**src/rtl/frogger_kbd_pkg.sv**
```systemverilog
`default_nettype none
// ============================================================================
// Module      : frogger_kbd_pkg
// Description : Shared definitions for the keyboard move scheduler slice.
//               It holds the direction encodings, the PS/2 prefix bytes,
//               the eight arrow/WASD-style scan codes, the parser state
//               enum and a scan-code decode helper.
// Ports       : none (package)
// Revision    : 1.0 - initial release
// ============================================================================
package frogger_kbd_pkg;

    // Direction encoding; the value is also the bit index into held/pend
    localparam logic [1:0] DIR_UP    = 2'd0;
    localparam logic [1:0] DIR_LEFT  = 2'd1;
    localparam logic [1:0] DIR_DOWN  = 2'd2;
    localparam logic [1:0] DIR_RIGHT = 2'd3;

    // PS/2 prefix bytes
    localparam logic [7:0] E0 = 8'hE0;
    localparam logic [7:0] F0 = 8'hF0;

    // Plain make codes
    localparam logic [7:0] SC_UP        = 8'h1D;
    localparam logic [7:0] SC_LEFT      = 8'h1C;
    localparam logic [7:0] SC_DOWN      = 8'h1B;
    localparam logic [7:0] SC_RIGHT     = 8'h23;
    // Extended (E0-prefixed) arrow codes
    localparam logic [7:0] SC_EXT_UP    = 8'h75;
    localparam logic [7:0] SC_EXT_LEFT  = 8'h6B;
    localparam logic [7:0] SC_EXT_DOWN  = 8'h72;
    localparam logic [7:0] SC_EXT_RIGHT = 8'h74;

    typedef enum logic [1:0] {
        ST_IDLE    = 2'd0,
        ST_EXT     = 2'd1,
        ST_BRK     = 2'd2,
        ST_EXT_BRK = 2'd3
    } parser_state_t;

    // Returns {hit, dir}. The extended table is only consulted after E0,
    // so keypad arrows (same codes, no prefix) decode as misses.
    function automatic logic [2:0] decode_scan(input logic [7:0] code,
                                               input logic       ext);
        logic [2:0] res;
        res = 3'b000;
        if (ext) begin
            case (code)
                SC_EXT_UP:    res = {1'b1, DIR_UP};
                SC_EXT_LEFT:  res = {1'b1, DIR_LEFT};
                SC_EXT_DOWN:  res = {1'b1, DIR_DOWN};
                SC_EXT_RIGHT: res = {1'b1, DIR_RIGHT};
                default:      res = 3'b000;
            endcase
        end else begin
            case (code)
                SC_UP:    res = {1'b1, DIR_UP};
                SC_LEFT:  res = {1'b1, DIR_LEFT};
                SC_DOWN:  res = {1'b1, DIR_DOWN};
                SC_RIGHT: res = {1'b1, DIR_RIGHT};
                default:  res = 3'b000;
            endcase
        end
        return res;
    endfunction

endpackage
`default_nettype wire

```
**src/rtl/key_move_scheduler_if.sv**
```systemverilog
`default_nettype none
// ============================================================================
// Module      : key_move_scheduler_if
// Description : Byte input from the PS/2 receiver and move handshake toward
//               the frog position logic.
//   rx_done_tick / rx_data : received byte strobe and data
//   move_valid / move_ready / move_dir : move handshake
//   held                   : per-direction held state
// Modports    : slave  - the scheduler
//               master - the environment (receiver + game logic)
// Revision    : 1.0 - initial release
// ============================================================================
interface key_move_scheduler_if;
    logic       rx_done_tick;
    logic [7:0] rx_data;
    logic       move_ready;
    logic       move_valid;
    logic [1:0] move_dir;
    logic [3:0] held;

    modport slave (
        input  rx_done_tick, rx_data, move_ready,
        output move_valid, move_dir, held
    );

    modport master (
        output rx_done_tick, rx_data, move_ready,
        input  move_valid, move_dir, held
    );
endinterface
`default_nettype wire

```
**src/rtl/ps2_code_parser.sv**
```systemverilog
`default_nettype none
// ============================================================================
// Module      : ps2_code_parser
// Description : Prefix FSM (E0 extended, F0 break) and scan-code decode.
//               Emits a single-cycle event in the same cycle as the final
//               byte of a recognised sequence.
// Ports       : clk, reset (async, active low)
//               rx_done_tick, rx_data         : byte input
//               evt_valid, evt_make, evt_dir  : decoded key event
// Revision    : 1.0 - initial release
// ============================================================================
module ps2_code_parser
    import frogger_kbd_pkg::*;
(
    input  logic       clk,
    input  logic       reset,
    input  logic       rx_done_tick,
    input  logic [7:0] rx_data,
    output logic       evt_valid,
    output logic       evt_make,
    output logic [1:0] evt_dir
);

    parser_state_t r_state;
    parser_state_t w_state_next;
    logic          w_ext;
    logic [2:0]    w_dec;

    always_ff @(posedge clk or negedge reset) begin
        if (!reset) begin
            r_state <= ST_IDLE;
        end else begin
            r_state <= w_state_next;
        end
    end

    assign w_ext = (r_state == ST_EXT) || (r_state == ST_EXT_BRK);
    assign w_dec = decode_scan(rx_data, w_ext);

    always_comb begin
        w_state_next = r_state;
        evt_valid    = 1'b0;
        evt_make     = 1'b0;
        evt_dir      = w_dec[1:0];
        if (rx_done_tick) begin
            case (r_state)
                ST_IDLE, ST_EXT: begin
                    if (rx_data == E0) begin
                        w_state_next = ST_EXT;
                    end else if (rx_data == F0) begin
                        w_state_next = (r_state == ST_EXT) ? ST_EXT_BRK : ST_BRK;
                    end else begin
                        evt_valid    = w_dec[2];
                        evt_make     = 1'b1;
                        w_state_next = ST_IDLE;
                    end
                end
                ST_BRK: begin
                    // An E0 here is simply an unmapped break code
                    if (rx_data == F0) begin
                        w_state_next = ST_BRK;
                    end else begin
                        evt_valid    = w_dec[2];
                        w_state_next = ST_IDLE;
                    end
                end
                ST_EXT_BRK: begin
                    if (rx_data == E0) begin
                        w_state_next = ST_EXT;
                    end else if (rx_data == F0) begin
                        w_state_next = ST_EXT_BRK;
                    end else begin
                        evt_valid    = w_dec[2];
                        w_state_next = ST_IDLE;
                    end
                end
                default: w_state_next = ST_IDLE;
            endcase
        end
    end

endmodule
`default_nettype wire

```
**src/rtl/key_move_scheduler.sv**
```systemverilog
`default_nettype none
// ============================================================================
// Module      : key_move_scheduler
// Description : Converts PS/2 bytes into frog moves. Tracks held directions,
//               queues at most one pending move per direction and offers
//               them round-robin over a valid/ready handshake.
//               Optional auto-repeat while keys are held: KEY_AUTOREPEAT_EN.
// Parameters  : REPEAT_CYCLES - cycles between auto-repeat moves (>= 2)
// Ports       : clk, reset (async, active low)
//               kbd (key_move_scheduler_if.slave): rx byte in, move out, held
// Revision    : 1.0 - initial release
// ============================================================================
module key_move_scheduler
    import frogger_kbd_pkg::*;
#(
    parameter int REPEAT_CYCLES = 25_000_000
)
(
    input  logic                  clk,
    input  logic                  reset,
    key_move_scheduler_if.slave   kbd
);

    if (REPEAT_CYCLES < 2) begin : g_bad_repeat
        $error("REPEAT_CYCLES must be at least 2");
    end

    logic       w_evt_valid;
    logic       w_evt_make;
    logic [1:0] w_evt_dir;

    ps2_code_parser u_parser (
        .clk          (clk),
        .reset        (reset),
        .rx_done_tick (kbd.rx_done_tick),
        .rx_data      (kbd.rx_data),
        .evt_valid    (w_evt_valid),
        .evt_make     (w_evt_make),
        .evt_dir      (w_evt_dir)
    );

    logic [3:0] r_held;
    logic [3:0] r_pend;
    logic [1:0] r_rr;

    logic       w_make_acc;
    logic [3:0] w_make_set;
    logic [3:0] w_brk_clr;
    logic [3:0] w_xfer_clr;
    logic [3:0] w_repeat_set;
    logic       w_valid;
    logic       w_xfer;
    logic [1:0] w_dir;
    logic [1:0] w_idx;
    logic       w_found;

    // Typematic re-sends of an already held key are ignored
    assign w_make_acc = w_evt_valid & w_evt_make & ~r_held[w_evt_dir];
    assign w_make_set = w_make_acc ? (4'b0001 << w_evt_dir) : 4'b0000;
    assign w_brk_clr  = (w_evt_valid & ~w_evt_make) ? (4'b0001 << w_evt_dir) : 4'b0000;

    // Round-robin pick: first pending bit at or above r_rr, wrapping
    always_comb begin
        w_dir   = 2'd0;
        w_idx   = 2'd0;
        w_found = 1'b0;
        for (int i = 0; i < 4; i++) begin
            w_idx = r_rr + 2'(i);
            if (!w_found && r_pend[w_idx]) begin
                w_dir   = w_idx;
                w_found = 1'b1;
            end
        end
    end

    assign w_valid    = |r_pend;
    assign w_xfer     = w_valid & kbd.move_ready;
    assign w_xfer_clr = w_xfer ? (4'b0001 << w_dir) : 4'b0000;

`ifdef KEY_AUTOREPEAT_EN
    localparam int C_CNT_W = $clog2(REPEAT_CYCLES);

    logic [C_CNT_W-1:0] r_rep_cnt;
    logic               w_rep_wrap;

    assign w_rep_wrap   = (r_held != 4'b0000) &&
                          (r_rep_cnt == C_CNT_W'(REPEAT_CYCLES - 1));
    assign w_repeat_set = w_rep_wrap ? r_held : 4'b0000;

    // A fresh make restarts the interval so the first repeat is a full
    // period after the initial move.
    always_ff @(posedge clk or negedge reset) begin
        if (!reset) begin
            r_rep_cnt <= '0;
        end else if ((r_held == 4'b0000) || w_make_acc || w_rep_wrap) begin
            r_rep_cnt <= '0;
        end else begin
            r_rep_cnt <= r_rep_cnt + 1'b1;
        end
    end
`else
    assign w_repeat_set = 4'b0000;
`endif

    always_ff @(posedge clk or negedge reset) begin
        if (!reset) begin
            r_held <= 4'b0000;
            r_pend <= 4'b0000;
            r_rr   <= 2'd0;
        end else begin
            r_held <= (r_held | w_make_set) & ~w_brk_clr;
            // Sets are applied after the transfer clear so a same-cycle
            // request keeps the bit pending.
            r_pend <= (r_pend & ~w_xfer_clr) | w_repeat_set | w_make_set;
            if (w_xfer) begin
                r_rr <= w_dir + 2'd1;
            end
        end
    end

    assign kbd.move_valid = w_valid;
    assign kbd.move_dir   = w_dir;
    assign kbd.held       = r_held;

endmodule
`default_nettype wire

```
**src/flat_wrapper.sv**
```systemverilog
// flat-port wrapper written by rule: the top's interface ports become plain ports
module key_move_scheduler_flat import frogger_kbd_pkg::*;
#(
    parameter int REPEAT_CYCLES = 25_000_000
)
  (clk, reset, kbd_rx_done_tick, kbd_rx_data, kbd_move_ready, kbd_move_valid, kbd_move_dir, kbd_held);
  key_move_scheduler_if kbd_i ();
  input  logic clk;
  input  logic reset;
  input wire logic [$bits(kbd_i.rx_done_tick)-1:0] kbd_rx_done_tick;
  input wire logic [$bits(kbd_i.rx_data)-1:0] kbd_rx_data;
  input wire logic [$bits(kbd_i.move_ready)-1:0] kbd_move_ready;
  output wire logic [$bits(kbd_i.move_valid)-1:0] kbd_move_valid;
  output wire logic [$bits(kbd_i.move_dir)-1:0] kbd_move_dir;
  output wire logic [$bits(kbd_i.held)-1:0] kbd_held;
  assign kbd_i.rx_done_tick = kbd_rx_done_tick;
  assign kbd_i.rx_data = kbd_rx_data;
  assign kbd_i.move_ready = kbd_move_ready;
  assign kbd_move_valid = kbd_i.move_valid;
  assign kbd_move_dir = kbd_i.move_dir;
  assign kbd_held = kbd_i.held;
  key_move_scheduler #(.REPEAT_CYCLES(REPEAT_CYCLES)) u_core (.clk(clk), .reset(reset), .kbd(kbd_i));
endmodule
```
**config.mk**
```make
export PLATFORM = sky130hd
export DESIGN_NAME = key_move_scheduler_flat
export DESIGN_NICKNAME = d
export VERILOG_FILES = /design/src/rtl/frogger_kbd_pkg.sv /design/src/rtl/key_move_scheduler_if.sv /design/src/rtl/ps2_code_parser.sv /design/src/rtl/key_move_scheduler.sv /design/src/flat_wrapper.sv
export SDC_FILE = /design/constraint.sdc
export NUM_CORES = 1
export LEC_CHECK = 0
export CAP_MARGIN = 20
export CORE_UTILIZATION = 45
export DETAILED_ROUTE_END_ITERATION = 10
export MAX_ROUTING_LAYER = met4
export PLACE_DENSITY_LB_ADDON = 0.1
export SETUP_SLACK_MARGIN = 0.4
export SYNTH_ARGS = -nofsm -noshare
export SYNTH_HDL_FRONTEND = slang
export SYNTH_SLANG_ARGS = --single-unit
```
**constraint.sdc**
```tcl
create_clock -name clk -period 2 [get_ports clk]
set_clock_uncertainty 0.05 [all_clocks]
set_input_delay 0.4 -clock clk [delete_from_list [all_inputs] [get_ports clk]]
set_output_delay 0.4 -clock clk [all_outputs]
set_load 0.01 [all_outputs]
```
; ---- Word-level counts from Yosys, hierarchy flattened
; Index checks and enable logic that the tools add are counted.
[word_totals]
register_bits = 12
output_inout_bits = 7
word_cells = 89
[classes]
addsub = 4
magnitude_cmp = 5
eq_ne = 13
shifts = 2
muxes = 38
bitwise_logic = 12
n_reduce_logical = 11
[ops]
columns = cell, count
row1 = "8-bit by 7-bit == test with 1-bit output, second input constant", 4
row2 = "8-bit by 5-bit == test with 1-bit output, second input constant", 3
row3 = 3-bit one-hot mux with 4 select lines, 2
row4 = 2-bit two-way mux, 9
row5 = "8-bit == test, second input constant", 2
row6 = 1-bit two-way mux, 16
row7 = "2-bit by 3-bit < comparator with 1-bit output, second input constant", 5
row8 = 4-bit two-way mux, 3
row9 = 1-bit binary-select mux with 2-bit select, 5
row10 = 4-bit bitwise AND, 2
row11 = "8-bit by 6-bit == test with 1-bit output, second input constant", 1
row12 = 4-bit NOT, 2
row13 = 4-bit bitwise OR, 2
row14 = "1-bit by 2-bit << shifter with 4-bit output, first input constant", 2
row15 = 2-bit one-hot mux with 3 select lines, 1
row16 = "2-bit by 1-bit adder with 2-bit output, second input constant", 2
row17 = "2-bit adder, second input constant", 2
row18 = 1-bit bitwise AND, 4
row19 = "2-bit == test, second input constant", 2
row20 = 4-bit OR reduction, 1
row21 = 1-bit logical AND, 3
row22 = 1-bit logical NOT, 3
row23 = 3-bit two-way mux, 1
row24 = 3-bit OR reduction, 1
row25 = 6 further kinds, 7

; ---- Longest topological paths before layout
[logic_depth]
word_depth = 17
ltp_mapped = 9
ltp_nobuf = 9

; ---- Modules after synthesis
; A second synthesis with hierarchy kept.
[unflattened]
hier_cells = 99
hier_area_um2 = 808.3
[modules_own_cells]
columns = mod, n_inst, cells_per_inst, area_each_um2, seq_area_each_um2
row1 = key_move_scheduler, 1, 60, 529.3, 250.2
row2 = ps2_code_parser, 1, 39, 279.0, 50.0

; ---- Least setup slack after synthesis
; OpenSTA, ideal clock, no wires.
[synth_timing]
kind = register -> register
startpoint = reg u_core.r_rr[1]
endpoint = reg u_core.r_rr[1]
setup_ns = 0.083
t_arrival_ns = 1.903
setup_slack_ns = -0.035
stages_incl_launch_ff = 7
cell_sequence = dfrtp_1 > nand2b_1 > and3_1 > a311oi_1 > inv_1 > ha_1 > o21ai_0
[synth_between]
elab_chain_cells = 13
word_cells_on_any_way = 25
cone_classes = 4 x add/sub / 15 x mux / 6 x reduce/logical
[synth_lines]
columns = element, line_no
row1 = "start, declared", key_move_scheduler.sv:44  ; logic [1:0] r_rr;
row2 = "start signal, assigned", key_move_scheduler.sv:116  ; r_rr <= w_dir + 2'd1;
row3 = branches (longest 11 deep; another with 2-bit by 1-bit adder with 2-bit output), --
row4 = 2-bit two-way mux *, key_move_scheduler.sv:69  ; if (!w_found && r_pend[w_idx]) begin
row5 = net kbd_move_dir[0], flat_wrapper.sv:14  ; output wire logic [$bits(kbd_i.move_dir)-1:0] kbd_move_dir;
row6 = 2-bit by 1-bit adder with 2-bit output *, key_move_scheduler.sv:116
; Mark *: on every way through the listed nets, which the timed path passes. The select of a mux whose other input is x is not followed.
; A chain may end at the register's enable or synchronous reset.

; ---- Worst setup path in the final report
[layout_timing]
startpoint = reg u_core.r_rr[1]
endpoint = out kbd_move_dir[0]
[layout_between]
elab_chain_cells = 12
word_cells_on_any_way = 24
cone_classes = 3 x add/sub / 15 x mux / 6 x reduce/logical
[layout_lines]
columns = element, line_no
row1 = branches (longest 11 deep; another with 2-bit by 1-bit adder with 2-bit output), --
row2 = 2-bit two-way mux *, key_move_scheduler.sv:69
row3 = "end, declared", flat_wrapper.sv:14
; Mark *: on every way between the ends. The select of a mux whose other input is x is not followed.

==> impl_results.md <==
- Wire length per cell: 18.2 um
- Synth Instances: 94
- Critical path, cell by cell: buf_6, nand2b_4, a21oi_4, a311oi_4, buf_2
- Post-Syn Area: 852 um2
- Post-synthesis net count: 110
- Pin count of the biggest net entering global routing: 13
- Initial antenna violation count: 0
- Static Leakage: 0.688 nW
- Root buf cell: clkbuf_4
- Final Hold Viols: 0
- Post-Route WL: 3.10 mm
- Core footprint: 0.00175 mm2
- Average cell area after synthesis: 9.06 um2
- Synth-to-Final Area Change: 83.1%
- Clock-pin slew on the worst setup and hold paths: 0.07 ns
- Slew margin rel.: 62.9%
- Worst stage delay on the critical path: 0.41 ns
- Launching point of the worst reg2reg path: u_core.r_rr[1]
- CP Capture Type: output port
- Final HPWL DP: 1.67 mm
- Final worst path period share: 96.8%
- IO Count: 19
- R2R depth: 11
- Antenna Violating Nets Remaining: 0
- Worst path slowest cell: dfrtp_1
- DRC: 0
- Ys async rst share: 100%
- Initial core utilization: 48.8%
- HP Class: in -> async
- Biggest area consumer among synthesized cells: dfrtp_1
- EDFF count, synth: 0
- Top area cells in the synthesized netlist: dfrtp_1, nand2_1, ha_1, inv_1, a21oi_1
- Yosys Warn Count: 0
- Final #Nets: 162
- Slew Viols, Final: 0
- Outcome: complete, no violations
- Final setup viols: 0
- Vias in the first global route: 860
- Die Width: 45.5 um
- Top-count cell post-synth: nand2_1
- Overall Global Routing Usage: 27.8%
- Top FF cell, synth: dfrtp_1
- Fin crit period: 1.94 ns
- DRT Pass-1 Iters: 4
- Maximum vdd drop: 0.774 mV
- H-tree levels: 1
- Count of unique library cells instantiated by Yosys: 34
- RSZ-0062 raised after global routing: yes
- FILL cells: 83
- CTS Buf Count: 3
- CTS tree: yes
- Synth cell count leaders: nand2_1, dfrtp_1, inv_1
- Die Area: 0.00207 mm2
- I/O Buffers: 18
- Non-Filler Instances: 170
- Max Cap Viol: 0
- Post-synthesis sequential area ratio: 35.2%
- Die Y: 45.5 um
- Area of the multi-input gates: 752 um2
- Inst Count DP: 150
- Rows: 15
- Setup CP Type: reg -> out
- Delay-heaviest family, CP: flip-flops
- Register bit total from synthesis: 12
- Antenna diodes: 0
- Crit path required time: 1.55 ns
- Synth top area share: 35.2%
- Setup TNS: 0 ns
- F_max: 517 MHz
- R2r setup slk: 0.10 ns
- Tightest Pin Transition: 0.555 ns
- Final GP Congestion: 0.860
- Clock Path Buffers: 2
- TritonCTS Sinks: 12
- Crit path arrival time: 1.49 ns
- Clock Latency Late Sink: 0.26 ns
- Crit-path max FO: 4
- Vias: 991
- Startpoint class of the critical path: flop
- Share of layout cells above drive strength 1: 60.7%
- R2r endpoint: u_core.r_pend[1]
- Vias/cell: 5.83
- Register area: 303 um2
- DR iter-0 viols: 30
- CP Buf/Inv Count: 2
- First-pass GRT wire length: 3.93 mm
- GRT overflow: 0
- PwrDens: 561 mW/mm2
-- stage by stage --
stage	power, mW	setup slack [ns]	hold WS, ns	utilization (%)	instance area, um2
global placement	0.548	-0.380	0.431	68.6	1200
global route	0.910	0.0303	0.482	89.4	1560
CTS	0.816	0.0984	0.447	79.6	1390
finish	0.876	0.0641	0.439	89.4	1560
floorplan	0.424	0.106	0.0544	-	896
detailed placement	0.560	-0.471	0.431	68.6	1200
-- layout make-up --
| cell class | count | share of cell area, % |
|---|---|---|
| multi-input combinational | 74 | 48.2 |
| timing repair buffer | 48 | 26.1 |
| sequential | 12 | 19.4 |
| clock buffer | 4 | 2.33 |
| inverter | 7 | 2.00 |
| tap | 25 | 2.00 |
-- worst reg2reg max path, stage by stage (launching register included) --
cell and delay [ns]:
dfrtp_1 0.41, buf_6 0.12, nand2b_4 0.12, a21oi_4 0.06
a311oi_4 0.32, buf_4 0.17, buf_6 0.13, buf_6 0.11
ha_4 0.12, nand2_2 0.03, nand2_1 0.09, o41ai_2 0.06
-- worst max-delay path by stage --
stage | depth (start not counted) | end | from | slack, ns
finish | 5 | kbd_move_dir[0] | u_core.r_rr[1] | 0.06
global route | 5 | kbd_move_dir[0] | u_core.r_rr[1] | 0.03
floorplan | 6 | u_core.kbd.held[1] | kbd_rx_data[4] | 0.11
global placement | 5 | u_core.kbd.held[1] | kbd_rx_data[2] | -0.38
CTS | 5 | kbd_move_dir[0] | u_core.r_rr[1] | 0.1
detailed placement | 6 | u_core.kbd.held[1] | kbd_rx_data[4] | -0.47
-- power by group --
group          switching [mW]  internal (mW)  leakage (nW)  total [mW]
registers              0.0295          0.273         0.155       0.302
logic                   0.180          0.205         0.512       0.385
clock network          0.0778          0.110        0.0210       0.188
-- flip-flops by register name, summed over array words and instances, names as in the netlist --
| signal | flops |
|---|---|
| u_core.r_rr | 2 |
| u_core.u_parser.r_state | 2 |
| u_core.r_pend | 4 |
| u_core.kbd.held | 4 |
-- placed cells by master, fill, tap and decap left out, types with 3 or more instances in the layout --
master,synthesis,final
a21oi_1,5,3
dfrtp_1,12,10
clkdlybuf4s50_1,0,3
inv_1,7,5
ha_4,0,4
buf_6,1,6
nor2_1,5,4
dlygate4sd2_1,0,4
nor3b_2,2,3
nand2_1,16,9
buf_4,0,23
buf_2,0,8
clkbuf_4,0,3
nand2_2,0,7
-- cell families after synthesis --
group / share of synthesized area (%)
xor gates and xnor gates: 1.03
AOI/OAI and AO/OA: 19.5
buffers and inverters: 4.41
adders and majority gates: 5.87
DFF: 35.2
muxes: 4.40
and+or+nand+nor: 29.5
-- timing repair --
action | in CTS | in global routing
pin swaps | 11 | 17
buffers inserted | 10 | 6
hold buffers | 0 | 0
gates resized for setup | 79 | 26
endpoints found under the setup margin | 18 | 12
-- routing by layer --
layer / wire length, um / global-route usage (%) / vias up
li1: - / - / 452
met1: 1290 / 34.5 / 489
met2: 1580 / 45.7 / 42
met3: 169 / 4.76 / 8
met4: 57 / 8.48 / 0
met5: 0 / - / -
(Power assumes the default switching activity.)
